## src/rtl/icb_pkg.sv

```systemverilog
// Shared ICB definitions for the instruction-TCM responder: bus widths,
// responder FSM states and the response payload carried through the FIFO.
package icb_pkg;

  localparam int ICB_AW = 32;
  localparam int ICB_DW = 32;
  localparam int ICB_MW = ICB_DW / 8;

  typedef enum logic [1:0] {
    IDLE,
    WAIT,
    ISSUE
  } icb_rsp_st_e;

  typedef struct packed {
    logic              err;
    logic [ICB_DW-1:0] rdata;
  } icb_rsp_t;

endpackage

```

## src/rtl/icb_itcm_rsp_if.sv

```systemverilog
// ICB command/response channel between the IFU (master) and the ITCM
// responder (slave).
interface icb_itcm_rsp_if #(
  parameter int ADDR_WIDTH = 32,
  parameter int DATA_WIDTH = 32
);

  logic                    icb_cmd_valid;
  logic                    icb_cmd_ready;
  logic [ADDR_WIDTH-1:0]   icb_cmd_addr;
  logic                    icb_cmd_read;
  logic [DATA_WIDTH-1:0]   icb_cmd_wdata;
  logic [DATA_WIDTH/8-1:0] icb_cmd_wmask;
  logic                    icb_rsp_valid;
  logic                    icb_rsp_ready;
  logic [DATA_WIDTH-1:0]   icb_rsp_rdata;
  logic                    icb_rsp_err;

  modport master (
    output icb_cmd_valid, icb_cmd_addr, icb_cmd_read, icb_cmd_wdata, icb_cmd_wmask,
    output icb_rsp_ready,
    input  icb_cmd_ready, icb_rsp_valid, icb_rsp_rdata, icb_rsp_err
  );

  modport slave (
    input  icb_cmd_valid, icb_cmd_addr, icb_cmd_read, icb_cmd_wdata, icb_cmd_wmask,
    input  icb_rsp_ready,
    output icb_cmd_ready, icb_rsp_valid, icb_rsp_rdata, icb_rsp_err
  );

endinterface

```

## src/rtl/icb_rsp_fifo.sv

```systemverilog
// Synchronous response FIFO; pointers carry one extra wrap bit so full and
// empty are distinguished without a separate occupancy counter.
module icb_rsp_fifo #(
  parameter int DEPTH = 4,
  parameter int WIDTH = 33
) (
  input  logic             i_clk,
  input  logic             i_rstn,
  input  logic             i_push,
  input  logic [WIDTH-1:0] i_wdata,
  input  logic             i_pop,
  output logic [WIDTH-1:0] o_rdata,
  output logic             o_full,
  output logic             o_empty
);

  localparam int AW = $clog2(DEPTH);

  logic [WIDTH-1:0] r_mem [DEPTH];
  logic [AW:0]      r_wptr;
  logic [AW:0]      r_rptr;
  logic             w_do_push;
  logic             w_do_pop;

  assign o_empty   = (r_wptr == r_rptr);
  assign o_full    = (r_wptr[AW] != r_rptr[AW]) && (r_wptr[AW-1:0] == r_rptr[AW-1:0]);
  assign w_do_push = i_push && !o_full;
  assign w_do_pop  = i_pop && !o_empty;
  assign o_rdata   = r_mem[r_rptr[AW-1:0]];

  always_ff @(posedge i_clk or negedge i_rstn) begin
    if (!i_rstn) begin
      r_wptr <= '0;
      r_rptr <= '0;
    end else begin
      if (w_do_push) r_wptr <= r_wptr + 1'b1;
      if (w_do_pop)  r_rptr <= r_rptr + 1'b1;
    end
  end

  always_ff @(posedge i_clk) begin
    if (w_do_push) r_mem[r_wptr[AW-1:0]] <= i_wdata;
  end

endmodule

```

## src/rtl/icb_itcm_rsp.sv

```systemverilog
// Instruction-side ICB responder for a synchronous-read ITCM with credit-based
// in-order responses. Define ICB_ITCM_RANGE_CHK_EN to reject misaligned or
// out-of-window reads with an error response instead of aliasing.
module icb_itcm_rsp
  import icb_pkg::*;
#(
  parameter int                    ADDR_WIDTH  = 32,
  parameter int                    DATA_WIDTH  = 32,
  parameter int                    MEM_AW      = 12,
  parameter logic [ADDR_WIDTH-1:0] BASE_ADDR   = 32'h0000_0000,
  parameter int                    RSP_DEPTH   = 4,
  parameter int                    WAIT_CYCLES = 0
) (
  input  logic                  clk,
  input  logic                  rstn,
  icb_itcm_rsp_if.slave         icb,
  output logic                  mem_en,
  output logic [MEM_AW-1:0]     mem_addr,
  input  logic [DATA_WIDTH-1:0] mem_rdata
);

  localparam int         CW      = $clog2(RSP_DEPTH + 1);
  localparam logic [2:0] LP_WAIT = 3'(WAIT_CYCLES);

  icb_rsp_st_e        r_state;
  logic [2:0]         r_wcnt;
  logic [CW-1:0]      r_cnt;
  logic               r_cmd_err;
  logic [MEM_AW-1:0]  r_cmd_maddr;
  logic               r_ret_valid;
  logic               r_ret_err;

  logic [ADDR_WIDTH:0] w_off;
  logic [MEM_AW-1:0]   w_maddr;
  logic                w_legal;
  logic                w_accept;
  logic                w_rsp_hs;
  icb_rsp_t            w_ret;
  icb_rsp_t            w_head;
  icb_rsp_t            w_out;
  logic                w_fifo_full;
  logic                w_fifo_empty;
  logic                w_push;
  logic                w_pop;
  logic                w_unused;

  // Extra MSB of the offset is the borrow: set when the address is below BASE_ADDR.
  assign w_off   = {1'b0, icb.icb_cmd_addr} - {1'b0, BASE_ADDR};
  assign w_maddr = w_off[MEM_AW+1:2];

`ifdef ICB_ITCM_RANGE_CHK_EN
  assign w_legal = icb.icb_cmd_read
                && (icb.icb_cmd_addr[1:0] == 2'b00)
                && !w_off[ADDR_WIDTH]
                && (w_off[ADDR_WIDTH-1:MEM_AW+2] == '0);
`else
  assign w_legal = icb.icb_cmd_read;
`endif

  assign w_unused = ^{icb.icb_cmd_wdata, icb.icb_cmd_wmask, w_off};

  assign icb.icb_cmd_ready = (r_cnt < CW'(RSP_DEPTH)) && (r_state == IDLE);
  assign w_accept          = icb.icb_cmd_valid && icb.icb_cmd_ready;
  assign w_rsp_hs          = icb.icb_rsp_valid && icb.icb_rsp_ready;

  always_comb begin
    mem_en   = 1'b0;
    mem_addr = '0;
    if (r_state == ISSUE) begin
      mem_en   = !r_cmd_err;
      mem_addr = r_cmd_err ? '0 : r_cmd_maddr;
    end else if ((WAIT_CYCLES == 0) && w_accept && w_legal) begin
      mem_en   = 1'b1;
      mem_addr = w_maddr;
    end
  end

  always_ff @(posedge clk or negedge rstn) begin
    if (!rstn) begin
      r_state     <= IDLE;
      r_wcnt      <= '0;
      r_cmd_err   <= 1'b0;
      r_cmd_maddr <= '0;
      r_ret_valid <= 1'b0;
      r_ret_err   <= 1'b0;
    end else begin
      r_ret_valid <= 1'b0;
      r_ret_err   <= 1'b0;
      case (r_state)
        IDLE: begin
          if (w_accept) begin
            if (WAIT_CYCLES == 0) begin
              r_ret_valid <= 1'b1;
              r_ret_err   <= !w_legal;
            end else begin
              r_cmd_err   <= !w_legal;
              r_cmd_maddr <= w_maddr;
              r_wcnt      <= LP_WAIT;
              r_state     <= WAIT;
            end
          end
        end
        WAIT: begin
          r_wcnt <= r_wcnt - 3'd1;
          if (r_wcnt == 3'd1) r_state <= ISSUE;
        end
        ISSUE: begin
          r_ret_valid <= 1'b1;
          r_ret_err   <= r_cmd_err;
          r_state     <= IDLE;
        end
        default: r_state <= IDLE;
      endcase
    end
  end

  always_ff @(posedge clk or negedge rstn) begin
    if (!rstn) begin
      r_cnt <= '0;
    end else begin
      case ({w_accept, w_rsp_hs})
        2'b10:   r_cnt <= r_cnt + CW'(1);
        2'b01:   r_cnt <= r_cnt - CW'(1);
        default: r_cnt <= r_cnt;
      endcase
    end
  end

  // Errors share the return slot with SRAM reads so they stay in command order.
  assign w_ret.err   = r_ret_err;
  assign w_ret.rdata = r_ret_err ? '0 : mem_rdata;

  assign w_push = r_ret_valid && !(w_fifo_empty && icb.icb_rsp_ready);
  assign w_pop  = !w_fifo_empty && icb.icb_rsp_ready;

  icb_rsp_fifo #(
    .DEPTH (RSP_DEPTH),
    .WIDTH ($bits(icb_rsp_t))
  ) u_fifo (
    .i_clk   (clk),
    .i_rstn  (rstn),
    .i_push  (w_push),
    .i_wdata (w_ret),
    .i_pop   (w_pop),
    .o_rdata (w_head),
    .o_full  (w_fifo_full),
    .o_empty (w_fifo_empty)
  );

  always_comb begin
    w_out = '0;
    if (!w_fifo_empty)    w_out = w_head;
    else if (r_ret_valid) w_out = w_ret;
  end

  assign icb.icb_rsp_valid = !w_fifo_empty || r_ret_valid;
  assign icb.icb_rsp_rdata = w_out.rdata;
  assign icb.icb_rsp_err   = w_out.err;

endmodule

```

## src/flat_wrapper.sv

```systemverilog
// flat-port wrapper written by rule: the top's interface ports become plain ports
module icb_itcm_rsp_flat import icb_pkg::*;
#(
  parameter int                    ADDR_WIDTH  = 32,
  parameter int                    DATA_WIDTH  = 32,
  parameter int                    MEM_AW      = 12,
  parameter logic [ADDR_WIDTH-1:0] BASE_ADDR   = 32'h0000_0000,
  parameter int                    RSP_DEPTH   = 4,
  parameter int                    WAIT_CYCLES = 0
)
  (clk, rstn, mem_en, mem_addr, mem_rdata, icb_icb_cmd_valid, icb_icb_cmd_addr, icb_icb_cmd_read, icb_icb_cmd_wdata, icb_icb_cmd_wmask, icb_icb_rsp_ready, icb_icb_cmd_ready, icb_icb_rsp_valid, icb_icb_rsp_rdata, icb_icb_rsp_err);
  icb_itcm_rsp_if #(.ADDR_WIDTH(ADDR_WIDTH), .DATA_WIDTH(DATA_WIDTH)) icb_i ();
  input  logic clk;
  input  logic rstn;
  output logic mem_en;
  output logic [MEM_AW-1:0] mem_addr;
  input  logic [DATA_WIDTH-1:0] mem_rdata;
  input wire logic [$bits(icb_i.icb_cmd_valid)-1:0] icb_icb_cmd_valid;
  input wire logic [$bits(icb_i.icb_cmd_addr)-1:0] icb_icb_cmd_addr;
  input wire logic [$bits(icb_i.icb_cmd_read)-1:0] icb_icb_cmd_read;
  input wire logic [$bits(icb_i.icb_cmd_wdata)-1:0] icb_icb_cmd_wdata;
  input wire logic [$bits(icb_i.icb_cmd_wmask)-1:0] icb_icb_cmd_wmask;
  input wire logic [$bits(icb_i.icb_rsp_ready)-1:0] icb_icb_rsp_ready;
  output wire logic [$bits(icb_i.icb_cmd_ready)-1:0] icb_icb_cmd_ready;
  output wire logic [$bits(icb_i.icb_rsp_valid)-1:0] icb_icb_rsp_valid;
  output wire logic [$bits(icb_i.icb_rsp_rdata)-1:0] icb_icb_rsp_rdata;
  output wire logic [$bits(icb_i.icb_rsp_err)-1:0] icb_icb_rsp_err;
  assign icb_i.icb_cmd_valid = icb_icb_cmd_valid;
  assign icb_i.icb_cmd_addr = icb_icb_cmd_addr;
  assign icb_i.icb_cmd_read = icb_icb_cmd_read;
  assign icb_i.icb_cmd_wdata = icb_icb_cmd_wdata;
  assign icb_i.icb_cmd_wmask = icb_icb_cmd_wmask;
  assign icb_i.icb_rsp_ready = icb_icb_rsp_ready;
  assign icb_icb_cmd_ready = icb_i.icb_cmd_ready;
  assign icb_icb_rsp_valid = icb_i.icb_rsp_valid;
  assign icb_icb_rsp_rdata = icb_i.icb_rsp_rdata;
  assign icb_icb_rsp_err = icb_i.icb_rsp_err;
  icb_itcm_rsp #(.ADDR_WIDTH(ADDR_WIDTH), .DATA_WIDTH(DATA_WIDTH), .MEM_AW(MEM_AW), .BASE_ADDR(BASE_ADDR), .RSP_DEPTH(RSP_DEPTH), .WAIT_CYCLES(WAIT_CYCLES)) u_core (.clk(clk), .rstn(rstn), .icb(icb_i), .mem_en(mem_en), .mem_addr(mem_addr), .mem_rdata(mem_rdata));
endmodule
```

## config.mk

```make
export PLATFORM = sky130hd
export DESIGN_NAME = icb_itcm_rsp_flat
export DESIGN_NICKNAME = d
export VERILOG_FILES = /design/src/rtl/icb_pkg.sv /design/src/rtl/icb_itcm_rsp_if.sv /design/src/rtl/icb_rsp_fifo.sv /design/src/rtl/icb_itcm_rsp.sv /design/src/flat_wrapper.sv
export SDC_FILE = /design/constraint.sdc
export NUM_CORES = 1
export LEC_CHECK = 0
export ABC_AREA = 1
export BUFFER_PORTS_ARGS = -buffer_cell sky130_fd_sc_hd__clkbuf_2
export CORE_MARGIN = 2
export CORE_UTILIZATION = 55
export CTS_CLUSTER_SIZE = 25
export DETAILED_ROUTE_END_ITERATION = 8
export PLACE_DENSITY = 0.84
export SLEW_MARGIN = 20
export SYNTH_ARGS = -nofsm -noshare
export SYNTH_HDL_FRONTEND = slang
export SYNTH_HIERARCHICAL = 1
export SYNTH_SLANG_ARGS = --single-unit
```

## constraint.sdc

```tcl
create_clock -name clk -period 6.5 [get_ports clk]
set_input_delay 0.65 -clock clk [delete_from_list [all_inputs] [get_ports clk]]
set_output_delay 0.65 -clock clk [all_outputs]
set_load 0.01 [all_outputs]
```

* Yosys cells after proc, flatten, opt, wreduce, memory -nomap -nowiden
Memories as Yosys holds them, arrays and structs flattened. Index checks and enable logic that the tools add are counted.
Word-level totals: bits in registers 16, memory bits (writable) 132, bits of input ports 105, output and inout bits 48, logic and storage cells 58, memories kept 1
Memory list:
- u_core.u_fifo.r_mem | words 4, bits a word 33, read ports 1, clocked after Yosys merged registers in 0, write ports 1, line icb_rsp_fifo.sv:19 | logic [WIDTH-1:0] r_mem [DEPTH];
Cells by class: $add $sub $neg 5, magnitude comparators 1, eq/ne operators 9, multiplexer cells 16, bitwise operators 1, reductions and logical operators 18
Operator list (count):
- 33-bit 2-to-1 mux | 2
- 32-bit 2-to-1 mux | 1
- 12-bit 2-to-1 mux | 2
- 1-bit logical AND | 10
- 3-bit by 1-bit adder with 3-bit output, second input constant | 3
- 1-bit 2-to-1 mux | 7
- 3-bit case mux with 2 select lines | 1
- 3-bit by 1-bit subtractor with 3-bit output, second input constant | 2
- 2-bit by 1-bit equality test with 1-bit output, second input constant | 2
- 2-bit equality test, second input constant | 2
- 1-bit logical NOT | 4
- 2-bit case mux with 2 select lines | 1
- 3-bit by 1-bit equality test with 1-bit output, second input constant | 1
- 3-bit equality test | 1
- 3-bit < comparator, second input constant | 1
- 2-bit equality test | 1
- 2-bit logical NOT | 1
- 2-bit 2-to-1 mux | 1
- 2-bit by 1-bit != test with 1-bit output, second input constant | 1
- 1-bit case mux with 2 select lines | 1
- 2-bit AND reduction | 1
- 2-bit nonzero test | 1
- 1-bit logical OR | 1
- 1-bit != test | 1
- 1-bit NOT | 1

* Logic depth before layout (Yosys ltp)
depth after elaboration 7, gate-level depth with buffers 16, mapped depth without buffers 14

* By module
The synthesis kept the hierarchy.
By module, submodules not included:
- icb_rsp_fifo | instances 1, cells each 380, area each 5315.1 um2, seq. area each 4113.9 um2
- icb_itcm_rsp | instances 1, cells each 201, area each 1064.8 um2, seq. area each 125.1 um2

* Worst setup path after synthesis
Ideal clock, no wire load.
kind register to register, start point register u_core.u_fifo.r_rptr[1], end point memory u_core.u_fifo.r_mem[0][0] (enable), arrival time 2.866 ns, setup slack 3.211 ns, stages on the path, launching flop included 10, path buffers 3, cells stage by stage dfrtp_1 -> buf_6 -> xnor2_2 -> nand3_2 -> inv_1 -> buf_4 -> buf_6 -> a21oi_1 -> nand2_2 -> nor2_1
On the way: longest elaborated chain between the ends 7
Ends and longest elaborated chain:
- start, declared | line icb_rsp_fifo.sv:21 | logic [AW:0] r_rptr;
- start signal, assigned | line icb_rsp_fifo.sv:37 | if (w_do_pop) r_rptr <= r_rptr + 1'b1;
- 3-bit equality test | line icb_rsp_fifo.sv:25 | assign o_empty = (r_wptr == r_rptr);
- named net u_core.w_fifo_empty | line icb_itcm_rsp.sv:42 | logic w_fifo_empty;
- 1-bit logical AND | line icb_itcm_rsp.sv:133 | assign w_push = r_ret_valid && !(w_fifo_empty && icb.icb_rsp_ready);
- 1-bit logical NOT | line icb_itcm_rsp.sv:133
- 1-bit logical AND | line icb_itcm_rsp.sv:133
- named net u_core.w_push | line icb_itcm_rsp.sv:43 | logic w_push;
- 1-bit logical AND | line icb_rsp_fifo.sv:27 | assign w_do_push = i_push && !o_full;
- 1-bit 2-to-1 mux | line icb_rsp_fifo.sv:42 | if (w_do_push) r_mem[r_wptr[AW-1:0]] <= i_wdata;
- 1-bit 2-to-1 mux (implied by the code) | line icb_rsp_fifo.sv:42
- end, declared | line icb_rsp_fifo.sv:19
The timed path passes the listed nets, and every way through them passes these cells.

* Worst setup path in the final report
start point register u_core.u_fifo.r_rptr[0], end point output port icb_icb_rsp_rdata[11]
On the way: longest elaborated chain between the ends 2
Ends and longest elaborated chain:
- 3-bit equality test | line icb_rsp_fifo.sv:25
- named net u_core.w_fifo_empty | line icb_itcm_rsp.sv:42
- 33-bit 2-to-1 mux | line icb_itcm_rsp.sv:152 | if (!w_fifo_empty) w_out = w_head;
- end, declared | line flat_wrapper.sv:26 | output wire logic [$bits(icb_i.icb_rsp_rdata)-1:0] icb_icb_rsp_rdata;
The timed path passes the listed nets, and every way through them passes these cells.

==> qor.yml <==
sta:
  setup_slack_ns: 1.81
  finalClockSkew_ns: 0.00953
  max_slew.worst_pin.slew_ns: 1.08
  slew_violations: 0
  finalCritPeriodShare_pct: 72.2
  fin_setup_tns_ns: 0
  setup_viol: 0
  hold_slack_ns: 0.108
  min_period_ns: 4.69
  maxSlewHeadroom_pct: 28.0
  hold_viol: 0
  clock.fmax_mhz: 213
  rsz0062_at_grt: "no"
setup_path:
  reg2reg_from: "u_core/u_fifo/r_rptr[0]$_DFFE_PN0P_"
  required_ns: 5.85
  cp-end-kind: "output port"
  cp-start-kind: "register"
  crit_fanout: 70
  cp.arrival_ns: 4.04
  r2r_slack_ns: 2.33
  r2r_cells: 10
  setup.worst_path.class: "reg -> out"
  r2r_end: "u_core/u_fifo/r_mem[1][24]$_DFFE_PP_"
synthesis:
  syn_area_um2: 6380
  syn_area_per_cell_um2: 11.0
  synth_nets: 692
  ys_warn_count: 6
  synth_cells: 580
floorplan:
  row_count: 39
  dieWidth_um: 112
  core_um2: 11400
  die_y_um: 112
  boundaryPins: 153
  start_util_pct: 56.1
  dieArea_um2: 12500
cells_and_area:
  area_delta_synth_final_pct: 18.1
  drive_gt1_share_pct: 22.5
  multi_input_area_um2: 1580
  fillers: 778
  layout.nets: 781
  n_antenna_cell: 0
  seq_area_um2: 4240
  fin_cells: 823
clock_tree:
  cts_tree: "built"
  clock_path_buffers: 2
  postCtsSetupBuffers: 0
  htreeDepth: 4
  clkLatencyLatePin_ns: 0.42
  root_buffer: "clkbuf_16"
  ctsHoldBuffers: 0
  cts_resized: 0
  clock_sinks: 143
  cts.reportedPaths.clkPinSlew_ns: 0.06
  cts_buffers: 17
route:
  vias_per_cell: 5.59
  antenna_left: 0
  drt-pass1-iter-count: 7
  num_vias: 4600
  route.detailed.drc: 0
  wl_per_cell_um: 16.6
  drtIter0Drc: 480
  drt_wl_total_mm: 13.7
place:
  dp.cells: 792
  globalplace.congestion: 0.761
  dpl.hpwl_mm: 7.68
  io_buffers: 96
  pre_cts_ws_ns: 2.10
run:
  max_cap_viol_count: 0
grt:
  first_global_vias: 4610
  grt_overflow: 0
  antenna_found_initial: 0
  grt_pass1_wl_mm: 21.5
  grtUsageTotal_pct: 22.3
  grt_max_degree: 71
power:
  worst_ir_drop_vdd_mv: 0.303
  p_leak_uw: 0.00325
  p_per_area_nw_per_um2: 500
worst_hold_path:
  min_path_type: "in -> async"
run_status:
  status: "completed"
## cells in the final DEF (no fill, tap or decap), types with 2 or more instances in the layout
master / count
nor2_4: 5
nand3_2: 2
nor2_1: 71
ha_1: 6
o21ai_1: 4
inv_6: 3
nand3_1: 7
bufinv_16: 4
nor2_2: 8
buf_4: 5
edfxtp_1: 132
dfrtp_1: 10
nand2_1: 63
clkbuf_2: 96
inv_1: 98
clkinv_4: 3
clkbuf_16: 17
o21ai_0: 63
o22ai_1: 66
inv_2: 3
a21oi_1: 2
## through the flow
stage               instance area (um2)  total power [uW]  utilization (%)
finish                             7530              3760             66.2
global route                       7530              3980             66.2
CTS                                7510              3760             66.0
detailed placement                 6890              2750             60.6
global placement                   6890              2690             60.6
floorplan                          6380              2310                -
## per-layer routing
| metal | track usage [%] | vias up | part of all wire [%] |
|---|---|---|---|
| met5 | 0 | - | 0 |
| met4 | 10.2 | 0 | 2.2 |
| met3 | 5.06 | 21 | 7.7 |
| met2 | 37.9 | 229 | 51 |
| met1 | 27.5 | 2191 | 39 |
| li1 | - | 2159 | - |
## worst max-delay path: stages (launching register included)
cell	delay (ns)
dfrtp_4	0.75
inv_2	0.13
buf_4	0.57
nand2_1	0.10
nand2_1	0.14
nand3_2	0.13
inv_1	0.48
nand2_1	0.53
buf_4	0.39
o22ai_1	0.21
clkbuf_2	0.17
## where the power goes
group	leakage (uW)	switching, uW	internal, uW
Sequential	0.00134	123	1220
Combinational	0.00161	920	501
Clock	0.000298	364	640
Total	0.00325	1410	2360
## registers in the layout, summed over array words and instances, names as in the netlist
signal,count
u_core/r_ret_err,1
u_core/r_cnt,3
u_core/u_fifo/r_rptr,3
u_core/u_fifo/r_mem,132
u_core/r_ret_valid,1
u_core/u_fifo/r_wptr,3
## layout make-up
type,instances,share of cell area [%]
clock buffers,17,5.65
clock inverters,13,2.51
inverters,101,5.04
multi-input cells,304,20.9
flip-flops and latches,143,56.4
well taps,143,2.38
repair buffers,102,7.15
## worst max path at each step
stage / cells after the start / startpoint / slack, ns / end
after global placement: 10 / u_core/u_fifo/r_rptr[0]$_DFFE_PN0P_ / 2.21 / u_core/u_fifo/r_mem[0][18]$_DFFE_PP_
after global routing: 10 / u_core/u_fifo/r_rptr[0]$_DFFE_PN0P_ / 1.52 / icb_icb_rsp_rdata[11]
after detailed placement: 10 / u_core/u_fifo/r_rptr[0]$_DFFE_PN0P_ / 2.10 / u_core/u_fifo/r_mem[1][16]$_DFFE_PP_
after CTS: 10 / u_core/u_fifo/r_rptr[0]$_DFFE_PN0P_ / 1.68 / icb_icb_rsp_rdata[11]
final: 10 / u_core/u_fifo/r_rptr[0]$_DFFE_PN0P_ / 1.81 / icb_icb_rsp_rdata[11]
after floorplan: 9 / u_core/u_fifo/r_rptr[1]$_DFFE_PN0P_ / 3.21 / u_core/u_fifo/r_mem[0][0]$_DFFE_PP_
Power figures use the tool's default switching activity.
